## config.mk

```make
export PLATFORM = sky130hd
export DESIGN_NAME = res_station_bank
export DESIGN_NICKNAME = d
export VERILOG_FILES = /design/src/rtl/res_station_bank_pkg.sv /design/src/rtl/res_station_bank_entry.sv /design/src/rtl/res_station_bank.sv
export SDC_FILE = /design/constraint.sdc
export NUM_CORES = 1
export LEC_CHECK = 0
export CORE_MARGIN = 2
export CORE_UTILIZATION = 58
export DETAILED_ROUTE_END_ITERATION = 6
export PLACE_DENSITY = 0.81
export SLEW_MARGIN = 20
export SYNTH_ARGS = -nofsm -noshare
export SYNTH_HDL_FRONTEND = slang
export SYNTH_HIERARCHICAL = 1
export SYNTH_SLANG_ARGS = --single-unit
export TNS_END_PERCENT = 30
```

## constraint.sdc

```tcl
create_clock -name clk -period 3.1 [get_ports clk]
set_input_delay 0.31 -clock clk [delete_from_list [all_inputs] [get_ports clk]]
set_output_delay 0.31 -clock clk [all_outputs]
set_load 0.05 [all_outputs]
```

## src/rtl/res_station_bank_pkg.sv

```systemverilog
// Shared types for the reservation-station bank: entry states, the
// "no producer" tag and the per-entry payload record.
package rs_pkg;
  localparam int DATA_W = 16;
  localparam int TAG_W  = 3;
  localparam int OP_W   = 3;
  localparam int IMM_W  = 7;
  localparam int RD_W   = 3;

  localparam logic [TAG_W-1:0] TAG_NONE = '0;

  typedef enum logic [1:0] {
    RS_FREE  = 2'd0,
    RS_WAIT  = 2'd1,
    RS_READY = 2'd2,
    RS_EXEC  = 2'd3
  } rs_state_e;

  typedef struct packed {
    logic [OP_W-1:0]   op;
    logic [DATA_W-1:0] vj;
    logic [DATA_W-1:0] vk;
    logic [TAG_W-1:0]  qj;
    logic [TAG_W-1:0]  qk;
    logic [IMM_W-1:0]  a;
    logic [RD_W-1:0]   rd;
  } rs_rec_t;
endpackage

```

## src/rtl/res_station_bank_entry.sv

```systemverilog
// One reservation-station entry: lifecycle FREE->WAIT/READY->EXEC->FREE,
// with issue-time CDB forwarding and CDB operand capture while waiting.
module rs_entry
  import rs_pkg::*;
#(
  parameter int               DATA_W = 16,
  parameter int               TAG_W  = 3,
  parameter int               OP_W   = 3,
  parameter int               IMM_W  = 7,
  parameter logic [TAG_W-1:0] MY_TAG = 1
) (
  input  logic              clk,
  input  logic              rst,
  input  logic              alloc,
  input  logic [OP_W-1:0]   issue_op,
  input  logic [DATA_W-1:0] issue_vj,
  input  logic [DATA_W-1:0] issue_vk,
  input  logic [TAG_W-1:0]  issue_qj,
  input  logic [TAG_W-1:0]  issue_qk,
  input  logic [IMM_W-1:0]  issue_a,
  input  logic [2:0]        issue_rd,
  input  logic              cdb_valid,
  input  logic [TAG_W-1:0]  cdb_tag,
  input  logic [DATA_W-1:0] cdb_value,
  input  logic              disp_fire,
  input  logic              fu_done,
  input  logic [TAG_W-1:0]  fu_tag,
  output rs_state_e         state,
  output logic [OP_W-1:0]   op,
  output logic [DATA_W-1:0] vj,
  output logic [DATA_W-1:0] vk,
  output logic [IMM_W-1:0]  a,
  output logic [2:0]        rd
);
  localparam logic [TAG_W-1:0] NONE = TAG_W'(TAG_NONE);

  rs_state_e         state_q, state_d;
  logic [OP_W-1:0]   op_q, op_d;
  logic [DATA_W-1:0] vj_q, vj_d, vk_q, vk_d;
  logic [TAG_W-1:0]  qj_q, qj_d, qk_q, qk_d;
  logic [IMM_W-1:0]  a_q, a_d;
  logic [2:0]        rd_q, rd_d;
  logic              hit_j, hit_k, fwd_j, fwd_k;

  // Tag 0 never matches: it marks an operand that is already valid.
  assign hit_j = cdb_valid && (qj_q != NONE) && (qj_q == cdb_tag);
  assign hit_k = cdb_valid && (qk_q != NONE) && (qk_q == cdb_tag);
  assign fwd_j = cdb_valid && (issue_qj != NONE) && (issue_qj == cdb_tag);
  assign fwd_k = cdb_valid && (issue_qk != NONE) && (issue_qk == cdb_tag);

  always_comb begin
    state_d = state_q;
    op_d    = op_q;
    vj_d    = vj_q;
    vk_d    = vk_q;
    qj_d    = qj_q;
    qk_d    = qk_q;
    a_d     = a_q;
    rd_d    = rd_q;
    case (state_q)
      RS_FREE: begin
        if (alloc) begin
          op_d    = issue_op;
          vj_d    = fwd_j ? cdb_value : issue_vj;
          qj_d    = fwd_j ? NONE : issue_qj;
          vk_d    = fwd_k ? cdb_value : issue_vk;
          qk_d    = fwd_k ? NONE : issue_qk;
          a_d     = issue_a;
          rd_d    = issue_rd;
          state_d = (qj_d == NONE && qk_d == NONE) ? RS_READY : RS_WAIT;
        end
      end
      RS_WAIT: begin
        if (hit_j) begin
          vj_d = cdb_value;
          qj_d = NONE;
        end
        if (hit_k) begin
          vk_d = cdb_value;
          qk_d = NONE;
        end
        if (qj_d == NONE && qk_d == NONE) state_d = RS_READY;
      end
      RS_READY: begin
        if (disp_fire) state_d = RS_EXEC;
      end
      RS_EXEC: begin
        if (fu_done && fu_tag == MY_TAG) begin
          state_d = RS_FREE;
          op_d    = '0;
          vj_d    = '0;
          vk_d    = '0;
          qj_d    = NONE;
          qk_d    = NONE;
          a_d     = '0;
          rd_d    = '0;
        end
      end
      default: state_d = RS_FREE;
    endcase
  end

  always_ff @(posedge clk or posedge rst) begin
    if (rst) begin
      state_q <= RS_FREE;
      op_q    <= '0;
      vj_q    <= '0;
      vk_q    <= '0;
      qj_q    <= NONE;
      qk_q    <= NONE;
      a_q     <= '0;
      rd_q    <= '0;
    end else begin
      state_q <= state_d;
      op_q    <= op_d;
      vj_q    <= vj_d;
      vk_q    <= vk_d;
      qj_q    <= qj_d;
      qk_q    <= qk_d;
      a_q     <= a_d;
      rd_q    <= rd_d;
    end
  end

  assign state = state_q;
  assign op    = op_q;
  assign vj    = vj_q;
  assign vk    = vk_q;
  assign a     = a_q;
  assign rd    = rd_q;
endmodule

```

## src/rtl/res_station_bank.sv

```systemverilog
// Multi-entry reservation station: lowest-free allocation, CDB wake-up in
// each entry, lowest-ready dispatch to one shared functional unit.
module res_station_bank
  import rs_pkg::*;
#(
  parameter int DATA_W   = 16,
  parameter int TAG_W    = 3,
  parameter int OP_W     = 3,
  parameter int IMM_W    = 7,
  parameter int DEPTH    = 4,
  parameter int BASE_TAG = 1
) (
  input  logic               clk,
  input  logic               rst,
  input  logic               issue_valid,
  output logic               issue_ready,
  input  logic [OP_W-1:0]    issue_op,
  input  logic [DATA_W-1:0]  issue_vj,
  input  logic [DATA_W-1:0]  issue_vk,
  input  logic [TAG_W-1:0]   issue_qj,
  input  logic [TAG_W-1:0]   issue_qk,
  input  logic [IMM_W-1:0]   issue_a,
  input  logic [2:0]         issue_rd,
  output logic [TAG_W-1:0]   issue_tag,
  input  logic               cdb_valid,
  input  logic [TAG_W-1:0]   cdb_tag,
  input  logic [DATA_W-1:0]  cdb_value,
  output logic               disp_valid,
  input  logic               disp_ready,
  output logic [OP_W-1:0]    disp_op,
  output logic [DATA_W-1:0]  disp_vj,
  output logic [DATA_W-1:0]  disp_vk,
  output logic [IMM_W-1:0]   disp_a,
  output logic [2:0]         disp_rd,
  output logic [TAG_W-1:0]   disp_tag,
  input  logic               fu_done,
  input  logic [TAG_W-1:0]   fu_tag,
  output logic [DEPTH-1:0]   busy_vec,
  output logic               full,
  output logic [2*DEPTH-1:0] state_dbg
);
  localparam int IDX_W = 3;

  // Handshakes: a transfer happens on a rising edge where valid && ready.
  // Both ready (issue) and valid (dispatch) come only from registered
  // state, so no combinational path runs through this block.
  rs_state_e         st   [DEPTH];
  logic [OP_W-1:0]   op_e [DEPTH];
  logic [DATA_W-1:0] vj_e [DEPTH];
  logic [DATA_W-1:0] vk_e [DEPTH];
  logic [IMM_W-1:0]  a_e  [DEPTH];
  logic [2:0]        rd_e [DEPTH];

  logic             free_found, issue_fire, disp_fire;
  logic [IDX_W-1:0] alloc_idx, disp_idx;

  always_comb begin
    free_found = 1'b0;
    alloc_idx  = '0;
    for (int i = DEPTH - 1; i >= 0; i--) begin
      if (st[i] == RS_FREE) begin
        free_found = 1'b1;
        alloc_idx  = IDX_W'(i);
      end
    end
  end

  assign issue_ready = free_found;
  assign full        = ~free_found;
  assign issue_tag   = TAG_W'(BASE_TAG) + TAG_W'(alloc_idx);
  assign issue_fire  = issue_valid && free_found;

  // Descending scan so the lowest-index READY entry is the one left driving.
  always_comb begin
    disp_valid = 1'b0;
    disp_idx   = '0;
    disp_op    = '0;
    disp_vj    = '0;
    disp_vk    = '0;
    disp_a     = '0;
    disp_rd    = '0;
    disp_tag   = '0;
    for (int i = DEPTH - 1; i >= 0; i--) begin
      if (st[i] == RS_READY) begin
        disp_valid = 1'b1;
        disp_idx   = IDX_W'(i);
        disp_op    = op_e[i];
        disp_vj    = vj_e[i];
        disp_vk    = vk_e[i];
        disp_a     = a_e[i];
        disp_rd    = rd_e[i];
        disp_tag   = TAG_W'(BASE_TAG + i);
      end
    end
  end

  assign disp_fire = disp_valid && disp_ready;

  for (genvar g = 0; g < DEPTH; g++) begin : g_entry
    rs_entry #(
      .DATA_W(DATA_W),
      .TAG_W (TAG_W),
      .OP_W  (OP_W),
      .IMM_W (IMM_W),
      .MY_TAG(TAG_W'(BASE_TAG + g))
    ) u_entry (
      .clk      (clk),
      .rst      (rst),
      .alloc    (issue_fire && (alloc_idx == IDX_W'(g))),
      .issue_op (issue_op),
      .issue_vj (issue_vj),
      .issue_vk (issue_vk),
      .issue_qj (issue_qj),
      .issue_qk (issue_qk),
      .issue_a  (issue_a),
      .issue_rd (issue_rd),
      .cdb_valid(cdb_valid),
      .cdb_tag  (cdb_tag),
      .cdb_value(cdb_value),
      .disp_fire(disp_fire && (disp_idx == IDX_W'(g))),
      .fu_done  (fu_done),
      .fu_tag   (fu_tag),
      .state    (st[g]),
      .op       (op_e[g]),
      .vj       (vj_e[g]),
      .vk       (vk_e[g]),
      .a        (a_e[g]),
      .rd       (rd_e[g])
    );

    assign busy_vec[g]        = (st[g] != RS_FREE);
    assign state_dbg[2*g +: 2] = st[g];
  end
endmodule

```

==> results of run 1 <==
cell usage after synthesis, types with 9 or more instances:
cell type and instances:
o21ai_0 73, a22oi_1 32, o21bai_1 9, a41oi_1 15, a31o_1 28, a32o_1 18
nor4b_1 12, dfrtp_1 212, and3b_1 45, a31oi_1 58, clkbuf_1 64, and2_1 18
xnor2_1 21, a221o_1 73, nor2b_1 35, inv_1 38, nand2_1 212, mux2i_1 12
o21ai_1 33, nor2_1 105, ha_1 20, xor2_1 12, nand2b_1 25, a21oi_1 38
buf_6 16, a31o_2 20, a32oi_1 17, nand3_1 68, nor3b_1 9, buf_2 39
mux2_2 35
layout by cell type, fill, tap and decap left out, types with 28 or more instances in the layout:
cell type	instances
dfrtp_1	206
nand2_1	212
and3b_1	45
clkdlybuf4s50_1	94
o21ai_1	33
inv_1	34
nor2_1	103
a31oi_1	58
a221o_1	73
a31o_1	28
o21ai_0	72
a21oi_1	38
mux2_2	35
buf_12	53
a22oi_1	32
nand3_1	68
buf_4	82
nor2b_1	34
critical path, cell delays in order, from the launching register on:
cell and delay, ns:
dfrtp_1 0.49, nor2b_4 0.31, buf_4 0.58, a31o_1 0.29, a221o_1 0.26, buf_12 0.17
power by group:
group | internal, mW | switching (mW) | leakage (nW) | total [mW]
combinational | 6.24 | 9.42 | 4.42 | 15.7
clock | 1.84 | 1.24 | 0.408 | 3.08
sequential | 4.20 | 0.891 | 2.58 | 5.09
repair_timing:
action                                  4_1_cts  5_1_grt
pin swaps                                     0        2
gates resized for setup                       1        3
hold buffers                                  0        0
buffers inserted                              0        2
endpoints found under the setup margin       32       31
layer usage:
metal,GRT usage (%),share of wire [%],up-vias
met5,0,0,-
met4,20.5,6.7,0
met2,61.1,46,967
met3,7.27,9.9,248
met1,46.6,37,6806
li1,-,-,6073
registers in the layout, indices dropped and copies added, names as in the netlist:
name	cells
g_entry.u_entry/state	8
g_entry.u_entry/a	28
g_entry.u_entry/op	12
g_entry.u_entry/qj_q	12
g_entry.u_entry/vj	64
g_entry.u_entry/rd	12
g_entry.u_entry/qk_q	12
g_entry.u_entry/vk	64
logic make-up after synthesis:
group,after synthesis
AND/OR/NAND/NOR,589
AO/OA/AOI/OAI,493
flip-flops,212
buffers and inverters,167
multiplexers,47
XOR/XNOR,34
adder cells (fa/ha/maj),20
worst min-delay path by stage:
stage	depth (start not counted)	endpoint	slack, ns	from
finish	2	g_entry[0].u_entry/a[3]$_DFFE_PP0P_	0.27	rst
global route	2	g_entry[0].u_entry/a[3]$_DFFE_PP0P_	0.33	rst
CTS	2	g_entry[0].u_entry/a[3]$_DFFE_PP0P_	0.28	rst
detailed placement	2	g_entry[0].u_entry/a[5]$_DFFE_PP0P_	0.46	g_entry[0].u_entry/a[5]$_DFFE_PP0P_
global placement	2	g_entry[0].u_entry/a[1]$_DFFE_PP0P_	0.45	g_entry[0].u_entry/a[1]$_DFFE_PP0P_
floorplan	2	g_entry[0].u_entry/a[0]$_DFFE_PP0P_	0.44	g_entry[0].u_entry/a[0]$_DFFE_PP0P_
layout make-up:
class	instances	share of cell area, %
clock inverter	15	1.18
tap	319	2.31
timing repair buffer	230	15.2
multi-input combinational	1183	45.9
sequential	212	30.8
inverter	40	0.869
clock buffer	29	3.76
stage by stage:
| step | std cells | hold slack (ns) | total power [mW] | worst slack, ns | utilization (%) |
|---|---|---|---|---|---|
| 3_3_place_gp | 1982 | 0.455 | 19.9 | 0.155 | 69.5 |
| 4_1_cts | 2026 | 0.281 | 23.5 | 0.0575 | 73.1 |
| 3_5_place_dp | 1982 | 0.464 | 20.3 | 0.134 | 69.5 |
| 6_report | 2028 | 0.273 | 23.8 | 0.131 | 73.4 |
| 5_1_grt | 2028 | 0.333 | 25.0 | 0.0132 | 73.4 |
| 2_1_floorplan | 1562 | 0.442 | 14.9 | 0.0110 | - |
==> qor.yml, run 1 <==
ant_nets: 0
synth_fa_ha_area_share_pct: 1.79
synthDistinctLibCells: 82
diodes: 0
multiInputGateArea_sq_um: 7930
reg2reg_depth: 11
r2r-end: "g_entry[3].u_entry/vj[15]$_DFFE_PP0P_"
fill_cells: 1773
layout-drive-gt1-share_pct: 16.4
fin_area_sq_um: 17300
die-area_sq_um: 25300
critPathKind: "flip-flop to output pin"
yosysWarnings: 6
ir_drop_mv: 1.21
syn_area_sq_um: 14000
cts_made_buffers: 24
worst_pin_slew_ns: 1.02
critical_path.max_fanout: 46
cts_tree: "done"
cts_sinks: 212
worst_ep_arrival_time_ns: 2.66
ys_seq_area_share_pct: 38.0
syn_to_final_growth_pct: 23.6
synth_ff_type: "dfrtp_1"
period_minus_slack_ns: 2.97
crit_required_ns: 2.79
async_flop_share_pct: 100
synth-simple-area-share_pct: 21.9
grt_max_degree: 54
synth_cells: 1562
dpl-instance-area_sq_um: 16400
grt_pass1_wl_microns: 75900
hpwl_microns: 32800
antenna_found_initial: 0
fin_skew_ns: 0.0160
worstSetupStartpointType: "flip-flop"
ys_seq_elements: 212
fmax_mhz: 337
drtPass1Iterations: 6
wl_per_cell_microns: 23.8
hold_path.class: "input pin to async pin"
totalWireLength_microns: 48300
synth-xor-area-share_pct: 2.19
min_period_over_period_pct: 95.8
yosys.area.top_type: "dfrtp_1"
synth.area.mux_share_pct: 3.68
cts_buffer_depth: 3
initial_core_util_pct: 59.3
maxSlewHeadroom_pct: 32.1
drt_iter0_drc: 1648
r2r_slack_ns: 0.16
num_rows: 56
routabilityCongestion: 0.960
nets: 1790
grt_pass1_vias: 13700
grt_overflow_total: 0
synth-compound-area-share_pct: 26.7
power.density_nw_per_um2: 1380
drt-vias-per-instance: 6.95
synth_top_area_share_pct: 38.0
synth_top_family_by_area: "compound AO/OA/AOI/OAI gates"
clk_pin_slew_ns: 0.06
drc: 0
outcome: "finished, final reports clean"
syn_area_per_cell_sq_um: 8.95
root_buffer: "clkbuf_16"
slew_violations: 0
ioPinCount: 145
grt_setup_unrepaired: "no"
r2r_start: "g_entry[3].u_entry/state[0]$_DFFE_PP0P_"
fin_tns_setup_ns: 0
cts.htree.levels: 1
portBuffers: 144
grtUsageTotal_pct: 37.3
synth_edf_count: 0
die_y_microns: 159
endpoint_kind: "output pin"
chipWidth_microns: 159
ys_top_cells_by_area: "dfrtp_1 38%, nand2_1 5.7%, a221o_1 5.2%, and3b_1 2.8%, mux2_2 2.8%"
final_hold_viol_count: 0
syn_nets: 1661
crit_path_start: "g_entry[1].u_entry/state[1]$_DFFE_PP0P_"
seq_area_sq_um: 5310
drv_cap: 0
setup_viol: 0
cp-endpoint: "disp_vj[7]"
worstSkewPairLatency_ns: 0.54
core_sq_um: 23500
p_leak_nw: 7.41
vias: 14100
Power figures use the tool's default switching activity.
==> run 2, diff against run 1 <==
--- a/config.mk
+++ b/config.mk
@@ -14,4 +14,4 @@
 export SYNTH_HDL_FRONTEND = slang
 export SYNTH_HIERARCHICAL = 1
 export SYNTH_SLANG_ARGS = --single-unit
-export TNS_END_PERCENT = 30
+export TNS_END_PERCENT = 10
==> results of run 2 <==
Final layout, timing and power as in run 1 (identical DEF).
